[src/rtl/time_clock_ctrl_pkg.sv]
// Shared definitions for the stopwatch controller and the display decoder.
package time_clock_ctrl_pkg;

  localparam int unsigned CNT_W_DEF     = 14;
  localparam int unsigned MAX_COUNT_DEF = 9999;
  localparam int unsigned LED_W         = 8;

  typedef enum logic [1:0] {
    S_IDLE  = 2'd0,
    S_RUN   = 2'd1,
    S_LAP   = 2'd2,
    S_PAUSE = 2'd3
  } state_e;

  // One-cycle button events after edge detection.
  typedef struct packed {
    logic clear;
    logic start;
    logic lap;
  } btn_evt_t;

  // One-hot status nibble {PAUSE,LAP,RUN,IDLE}.
  function automatic logic [3:0] state_onehot(input state_e s);
    logic [3:0] oh;
    oh = 4'b0000;
    case (s)
      S_IDLE:  oh = 4'b0001;
      S_RUN:   oh = 4'b0010;
      S_LAP:   oh = 4'b0100;
      S_PAUSE: oh = 4'b1000;
      default: oh = 4'b0000;
    endcase
    return oh;
  endfunction

  // States in which the time base advances.
  function automatic logic is_counting(input state_e s);
    return (s == S_RUN) || (s == S_LAP);
  endfunction

endpackage

[src/rtl/time_clock_ctrl_btn_edge.sv]
// Per-button history register and rising-edge pulse.
module tc_btn_edge (
  input  logic clk_i,
  input  logic rst_i,
  input  logic btn_i,
  output logic rise_c_o
);

  logic hist_q;
  logic arm_q;

  // Track previous level; arm_q stays low for the first edge after reset so a
  // button held through reset release is absorbed into history, not an event.
  always_ff @(posedge clk_i) begin
    if (rst_i) begin
      hist_q <= 1'b0;
      arm_q  <= 1'b0;
    end else begin
      hist_q <= btn_i;
      arm_q  <= 1'b1;
    end
  end

  assign rise_c_o = btn_i & ~hist_q & arm_q;

endmodule

[src/rtl/time_clock_ctrl.sv]
// Stopwatch run control: start/pause, lap freeze, clear, tenth-second count.
module time_clock_ctrl
  import time_clock_ctrl_pkg::*;
#(
  parameter int unsigned CNT_W     = CNT_W_DEF,
  parameter int unsigned MAX_COUNT = MAX_COUNT_DEF
) (
  input  logic             sysclk,
  input  logic             i_rst,
  input  logic             i_tick,
  input  logic             i_btn_start,
  input  logic             i_btn_lap,
  input  logic             i_btn_clear,
  output logic [CNT_W-1:0] o_timeData,
  output logic [LED_W-1:0] o_tcLED,
  output logic             o_running,
  output logic             o_wrap
);

  btn_evt_t evt_c;

  state_e           state_q, state_d;
  logic [CNT_W-1:0] count_q, count_d;
  logic [CNT_W-1:0] lap_q,   lap_d;
  logic             blink_q, blink_d;
  logic             wrap_q,  wrap_d;

  logic [CNT_W-1:0] time_q,  time_d;
  logic [LED_W-1:0] led_q,   led_d;
  logic             run_q,   run_d;
  logic             owrap_q, owrap_d;

  tc_btn_edge u_edge_start (
    .clk_i    (sysclk),
    .rst_i    (i_rst),
    .btn_i    (i_btn_start),
    .rise_c_o (evt_c.start)
  );

  tc_btn_edge u_edge_lap (
    .clk_i    (sysclk),
    .rst_i    (i_rst),
    .btn_i    (i_btn_lap),
    .rise_c_o (evt_c.lap)
  );

  tc_btn_edge u_edge_clear (
    .clk_i    (sysclk),
    .rst_i    (i_rst),
    .btn_i    (i_btn_clear),
    .rise_c_o (evt_c.clear)
  );

  // FSM, count, lap snapshot and wrap/blink state registers.
  always_ff @(posedge sysclk) begin
    if (i_rst) begin
      state_q <= S_IDLE;
      count_q <= '0;
      lap_q   <= '0;
      blink_q <= 1'b0;
      wrap_q  <= 1'b0;
    end else begin
      state_q <= state_d;
      count_q <= count_d;
      lap_q   <= lap_d;
      blink_q <= blink_d;
      wrap_q  <= wrap_d;
    end
  end

  // Next state: clear overrides everything; start beats lap; ticks count in RUN/LAP.
  always_comb begin
    state_d = state_q;
    count_d = count_q;
    lap_d   = lap_q;
    blink_d = blink_q;
    wrap_d  = 1'b0;

    if (evt_c.clear) begin
      state_d = S_IDLE;
      count_d = '0;
      lap_d   = '0;
      blink_d = 1'b0;
    end else begin
      case (state_q)
        S_IDLE: begin
          if (evt_c.start) state_d = S_RUN;
        end
        S_RUN: begin
          if (evt_c.start) begin
            state_d = S_PAUSE;
          end else if (evt_c.lap) begin
            state_d = S_LAP;
            lap_d   = count_q;
          end
        end
        S_LAP: begin
          if (evt_c.start)    state_d = S_PAUSE;
          else if (evt_c.lap) state_d = S_RUN;
        end
        S_PAUSE: begin
          if (evt_c.start) state_d = S_RUN;
        end
        default: state_d = S_IDLE;
      endcase

      if (i_tick && is_counting(state_q)) begin
        blink_d = ~blink_q;
        if (count_q == CNT_W'(MAX_COUNT)) begin
          count_d = '0;
          wrap_d  = 1'b1;
        end else begin
          count_d = count_q + CNT_W'(1);
        end
      end
    end
  end

  // Display/LED values derived from the current registered state.
  always_comb begin
    time_d  = count_q;
    led_d   = '0;
    run_d   = 1'b0;
    owrap_d = wrap_q;

    if (state_q == S_LAP) time_d = lap_q;
    led_d = {blink_q, 3'b000, state_onehot(state_q)};
    run_d = is_counting(state_q);
  end

  // Output registers, one cycle behind the internal state.
  always_ff @(posedge sysclk) begin
    if (i_rst) begin
      time_q  <= '0;
      led_q   <= '0;
      run_q   <= 1'b0;
      owrap_q <= 1'b0;
    end else begin
      time_q  <= time_d;
      led_q   <= led_d;
      run_q   <= run_d;
      owrap_q <= owrap_d;
    end
  end

  assign o_timeData = time_q;
  assign o_tcLED    = led_q;
  assign o_running  = run_q;
  assign o_wrap     = owrap_q;

endmodule

[config.mk]
export PLATFORM = sky130hd
export DESIGN_NAME = time_clock_ctrl
export DESIGN_NICKNAME = d
export VERILOG_FILES = /design/src/rtl/time_clock_ctrl_pkg.sv /design/src/rtl/time_clock_ctrl_btn_edge.sv /design/src/rtl/time_clock_ctrl.sv
export SDC_FILE = /design/constraint.sdc
export NUM_CORES = 1
export LEC_CHECK = 0
export CORE_MARGIN = 1.5
export CORE_UTILIZATION = 33
export CTS_BUF_LIST = sky130_fd_sc_hd__clkbuf_2 sky130_fd_sc_hd__clkbuf_4 sky130_fd_sc_hd__clkbuf_8
export CTS_CLUSTER_SIZE = 24
export DETAILED_ROUTE_END_ITERATION = 10
export PLACE_DENSITY = 0.62
export SYNTH_ARGS = -nofsm -noshare
export SYNTH_HDL_FRONTEND = slang
export SYNTH_HIERARCHICAL = 1
export SYNTH_SLANG_ARGS = --single-unit
[constraint.sdc]
create_clock -name sysclk -period 3.5 [get_ports sysclk]
set_input_delay 0.525 -clock sysclk [delete_from_list [all_inputs] [get_ports sysclk]]
set_output_delay 0.525 -clock sysclk [all_outputs]
set_load 0.05 [all_outputs]
==> impl_metrics.py, run 1 <==
metrics = {
    "clock_network": {
        "cts_buffer_depth": 2,
        "clk_latency_ps": 330,
        "post_cts_resized": 0,
        "post-cts-setup-buffer-count": 0,
        "hold_buffers": 0,
        "path_clk_slew_ps": 60,
        "numCtsBuffers": 9,
        "cts_htree_levels": 3,
        "cts_tree": "built",
        "cts_sinks": 59,
        "cts_root_buffer": "clkbuf_8",
    },
    "routing": {
        "drt-initial-drc-count": 88,
        "postRouteAntennaNets": 0,
        "remaining_drc_errors": 0,
        "viasPerCell": 4.58,
        "vias": 1629,
        "post_drt_wl_per_cell_um": 11.4,
        "drtPass1Iterations": 4,
        "routed_wl_um": 4070,
    },
    "yosys": {
        "seq_area_frac_synth_pct": 51.3,
        "netlist_area_sq_mm": 0.00230,
        "ys_warn_count": 6,
        "syn-mean-instance-area_sq_um": 9.33,
        "ys_types": 34,
        "ys_ff_latch": 59,
        "syn_inst": 247,
    },
    "sta": {
        "fin_ws_ps": 1180,
        "fin_crit_sh_pct": 66.3,
        "slew_headroom_pct": 36.9,
        "worst_pin_slew_ps": 946,
        "hold_ws_ps": 453,
        "fin_skew_ps": 3.76,
        "grt_setup_unrepaired": "false",
        "final-hold-violation-count": 0,
        "fin_tns_setup_ps": 0,
        "setup_viol": 0,
        "report.final.slew_viol_count": 0,
        "period_needed_ps": 2320,
        "fmax_ghz": 0.431,
    },
    "run": {
        "maxCapViolCount": 0,
    },
    "global_route": {
        "grt_overflow_total": 0,
        "grt_max_degree": 29,
        "first_global_vias": 1491,
        "antenna_found_initial": 0,
        "grt_first_pass_wirelength_um": 6900,
        "gr-usage-all-layers_pct": 11.9,
    },
    "worst_setup_path": {
        "required_ps": 3750,
        "cp_data_arrival_time_ps": 2570,
        "cp-end-kind": "register",
        "critPathKind": "register to register",
        "worstPathMaxFanout": 17,
        "setup.worst_path.start_class": "register",
    },
    "final_layout": {
        "regArea_sq_mm": 0.00118,
        "nets": 285,
        "multi_input_area_sq_mm": 0.00102,
        "final_area_sq_mm": 0.00280,
        "antennaDiodeCount": 0,
        "fillCellCount": 696,
        "layout-drive-gt1-share_pct": 9.42,
        "area_growth_pct": 21.3,
    },
    "floorplan": {
        "start_util_pct": 34.1,
        "die_x_um": 86.5,
        "rows": 30,
        "io_pins": 30,
        "die_y_um": 86.5,
        "die-area_sq_mm": 0.00749,
        "design.core.area_sq_mm": 0.00676,
    },
    "pwr": {
        "p_leak_nw": 0.993,
        "vdd_drop_max_mv": 0.177,
        "power_density_mw_per_mm2": 506,
    },
    "outcome": {
        "status": "completed",
    },
    "worst_hold_path": {
        "hold_class": "register to register",
    },
    "place": {
        "dp_hpwl_um": 2730,
        "io_buffers": 26,
        "place.gp.congestion": 0.808,
        "pre_cts_ws_ps": 1210,
        "place_area_sq_mm": 0.00260,
    },
}
-- cells in the final DEF, fill, tap and decap left out, types with 4 or more instances in the layout --
cell type | synthesis | layout
clkdlybuf4s50_1 | 0 | 26
dfxtp_1 | 59 | 59
nand2_1 | 33 | 33
nand3_1 | 7 | 7
xor2_1 | 4 | 4
ha_1 | 8 | 8
nor4_1 | 4 | 4
mux2i_1 | 14 | 14
a21oi_1 | 16 | 16
clkbuf_8 | 0 | 13
nand4_1 | 5 | 5
inv_1 | 7 | 7
xnor2_1 | 9 | 9
nor2b_1 | 10 | 10
nor2_1 | 30 | 30
-- worst paths after layout --
path                   start          to  slack (ps)  depth (start not counted)
setup / recovery  state_q[0]  state_q[0]        1180                          6
hold / removal     lap_q[11]   lap_q[11]         450                          2
setup reg to reg  state_q[0]  state_q[0]        1180                          6
hold reg to reg    lap_q[11]   lap_q[11]         450                          2
-- worst max-delay path: stages, from the launching register on --
cell	delay, ps
dfxtp_1	350
inv_1	130
ha_1	800
nor2_1	110
o21ai_0	340
mux2_2	380
a21oi_1	150
-- flip-flops by register name, summed over array words and instances (netlist names) --
name and count:
u_edge_start/arm_q 1, o_timeData 14, u_edge_clear/arm_q 1, lap_q 14
u_edge_lap/arm_q 1, o_wrap 1, u_edge_lap/hist_q 1, o_running 1
u_edge_clear/hist_q 1, blink_q 1, state_q 2, o_tcLED 5
owrap_d 1, u_edge_start/hist_q 1, count_q 14
-- power by group --
part | switching (W) | total (W) | leakage, nW | internal, W
clock | 0.000242 | 0.000591 | 0.107 | 0.000349
sequential | 0.00000933 | 0.000697 | 0.478 | 0.000687
combinational | 0.0000814 | 0.000127 | 0.409 | 0.0000452
-- cells in the mapped netlist --
master    number  share of area, %
a21oi_1       16               3.5
a21oi_2        1              0.38
a31oi_1        1              0.27
and3_1         2              0.54
and3b_1        3               1.1
and4_4         1              0.49
buf_2          3              0.65
buf_4          5               1.6
clkbuf_1       8               1.3
conb_1         1              0.16
dfxtp_1       59                51
ha_1           8               4.3
inv_1          7               1.1
inv_2          1              0.16
mux2_2         1              0.49
mux2i_1       14               6.1
nand2_1       33               5.4
nand2_4        1              0.49
nand3_1        7               1.5
nand4_1        5               1.4
nor2_1        30               4.9
nor2b_1       10               2.7
nor3_1         3              0.65
nor4_1         4               1.1
nor4b_1        2              0.76
o21ai_0        2              0.43
o21bai_2       1              0.49
o31ai_1        1              0.33
or2_0          1              0.27
or2_2          1              0.27
or3b_2         1              0.38
or4_4          1              0.49
xnor2_1        9               3.4
xor2_1         4               1.5
-- cell families (layout without fill, tap and decap cells) --
group           after synthesis  count (layout)  share of synthesized area (%)
compound gates               22              22                           5.38
other cells                   1               3                          0.163
fa+ha+maj                     8               8                           4.35
mux                          15              15                           6.57
flops                        59              59                           51.3
xor+xnor                     13              13                           4.94
buf+inv                      24              51                           4.89
simple gates                105             105                           22.4
-- final cells by class --
class | count | area share [%]
Tap cell | 80 | 3.58
Clock inverter | 1 | 0.179
Inverter | 8 | 1.07
Clock buffer | 15 | 6.94
Sequential cell | 59 | 42.3
Timing Repair Buffer | 27 | 9.58
Multi-Input combinational cell | 166 | 36.4
-- metrics by stage --
step | total power, W | utilization [%] | std cells
6_report | 0.00141 | 41.4 | 356
5_1_grt | 0.00148 | 41.4 | 356
4_1_cts | 0.00144 | 41.4 | 356
3_5_place_dp | 0.000838 | 38.4 | 340
3_3_place_gp | 0.000835 | 38.4 | 340
2_1_floorplan | 0.000808 | - | 249
-- per-layer routing --
metal  share of wire, %  global-route usage (%)  vias up
li1                   -                       -      852
met1                 51                    15.4      740
met2                 43                    17.4       30
met3                3.3                    3.62        7
met4                2.3                    7.04        0
met5                  0                       0        -
No activity file was read; power rests on OpenSTA's default activity.
==> inputs of run 2 (changes only) <==
Settings changed: PLACE_DENSITY 0.62 to 0.64.
Clock period 3.5 ns to 1.9 ns, I/O delays scaled along.
==> run 2 against run 1 <==
Against the previous run:
- flip-flop and latch count unchanged
- sequential power increased by 84%
- design area grew 2.8%
- non-clock buffer count rose by 10
- die area unchanged
- hold slack improved by 1.4 ps
- cell count up 2.5%
- combinational power up 110%
==> impl_metrics.py, run 2 (same netlist as run 1, synthesis figures left out) <==
metrics = {
    "worst_setup_path": {
        "critPathKind": "register to register",
        "r2r-end": "count_q[12]",
        "crit_path_cell_trace": "inv_1 > ha_1 > and4_4 > nand2_4 > or4_4 > a21oi_2",
        "r2r_cells": 6,
        "cp_data_arrival_time_ps": 2080,
        "r2r-start": "state_q[0]",
        "cpLargestDelayFamily": "simple AND/OR/NAND/NOR gates",
        "r2r_slack_ps": 90,
        "worstPathMaxFanout": 5,
        "slowest_stage": "or4_4",
        "path_depth": 6,
        "required_ps": 2180,
        "crit_start": "state_q[0]",
        "path_buf_inv": 1,
        "setup.worst_path.start_class": "register",
        "cp-endpoint": "count_q[12]",
        "cp-end-kind": "register",
        "slowest_delay_ps": 520,
    },
    "global_route": {
        "grt_overflow_total": 0,
        "first_global_vias": 1607,
        "gr-usage-all-layers_pct": 12.9,
        "grt_max_degree": 28,
        "antenna_found_initial": 0,
        "grt_first_pass_wirelength_um": 7320,
    },
    "routing": {
        "vias": 1676,
        "postRouteAntennaNets": 0,
        "drt-initial-drc-count": 81,
        "drtPass1Iterations": 4,
        "remaining_drc_errors": 0,
        "routed_wl_um": 4220,
        "post_drt_wl_per_cell_um": 11.6,
        "viasPerCell": 4.59,
    },
    "floorplan": {
        "die_x_um": 86.5,
        "io_pins": 30,
        "rows": 30,
        "die-area_sq_mm": 0.00749,
        "die_y_um": 86.5,
        "design.core.area_sq_mm": 0.00676,
        "start_util_pct": 34.1,
    },
    "pwr": {
        "p_leak_nw": 1.04,
        "vdd_drop_max_mv": 0.253,
        "power_density_mw_per_mm2": 937,
        "power_w": 0.00269,
    },
    "place": {
        "io_buffers": 26,
        "dp_hpwl_um": 2850,
        "place.gp.congestion": 0.817,
    },
    "clock_network": {
        "cts_buffer_depth": 2,
        "hold_buffers": 0,
        "numCtsBuffers": 9,
        "path_clk_slew_ps": 60,
        "cts_sinks": 59,
        "cts_tree": "built",
        "cts_htree_levels": 3,
        "clk_latency_ps": 330,
        "cts_root_buffer": "clkbuf_8",
        "post-cts-setup-buffer-count": 0,
    },
    "sta": {
        "setup_viol": 0,
        "fin_skew_ps": 6.95,
        "report.final.slew_viol_count": 0,
        "fmax_ghz": 0.553,
        "period_needed_ps": 1810,
        "hold_ws_ps": 454,
        "worst_pin_slew_ps": 501,
        "fin_crit_sh_pct": 95.1,
        "slew_headroom_pct": 66.5,
        "final-hold-violation-count": 0,
        "grt_setup_unrepaired": "true",
    },
    "outcome": {
        "status": "completed",
    },
    "final_layout": {
        "mostFrequentLayoutCell": "dfxtp_1",
        "area_growth_pct": 24.7,
        "mostFrequentLayoutCells": "59 x dfxtp_1, 33 x nand2_1, 30 x nor2_1, 26 x clkdlybuf4s50_1, 16 x a21oi_1",
        "final_util_pct": 42.5,
        "antennaDiodeCount": 0,
        "nets": 295,
        "layout-drive-gt1-share_pct": 12.3,
    },
    "worst_hold_path": {
        "hold_class": "register to register",
        "min_from": "lap_q[4]",
    },
    "run": {
        "maxCapViolCount": 0,
    },
}
## run 2: area by class of cell
cell class	instances	area (sq um)
fillers	650	3880
multi-input cells	166	1020
clock buffers	13	166
inverters	8	30.0
flip-flops and latches	59	1180
clock inverters	2	35.0
repair buffers	37	343
well taps	80	100
## run 2: tightest hold or removal path: cells and delay by family, from the launching register on
family             cells  cell delay [ps]
AOI/OAI and AO/OA      1               50
DFF                    1              310
and+or+nand+nor        1               50
## run 2: layer usage
layer	part of all wire (%)	routed length, um	GRT usage, %
met5	0	0	0
met4	3.1	130	10.3
met3	3.9	165	3.33
met2	44	1850	19.0
met1	49	2080	16.0
## run 2: repair_timing
item	CTS	global route
endpoints found under the setup margin	0	3
gates resized for setup	0	1
endpoints found under the hold margin	0	0
## run 2: how the worst min path moves through the flow
stage	slack (ps)	cells past startpoint	end
after floorplan	340	1	u_edge_clear/arm_q
after global placement	430	1	o_wrap
after detailed placement	440	1	o_wrap
after CTS	450	2	lap_q[4]
after global routing	470	2	lap_q[5]
final	450	2	lap_q[4]
## run 2: power by group
part	switching (W)	total (W)	leakage (nW)	internal [W]
Sequential	0.0000153	0.00128	0.478	0.00127
Combinational	0.000159	0.000263	0.458	0.000104
Clock	0.000450	0.00115	0.106	0.000697
## run 2: through the flow
stage | std cells | instance area, sq um | setup TNS [ps] | setup WS [ps]
after detailed placement | 350 | 2670 | 0 | 67.4
final | 365 | 2870 | 0 | 92.9
after CTS | 365 | 2870 | 0 | 81.7
after floorplan | 249 | 2310 | 0 | 54.1
after global routing | 365 | 2870 | -51.5 | -37.9
after global placement | 350 | 2670 | 0 | 87.3
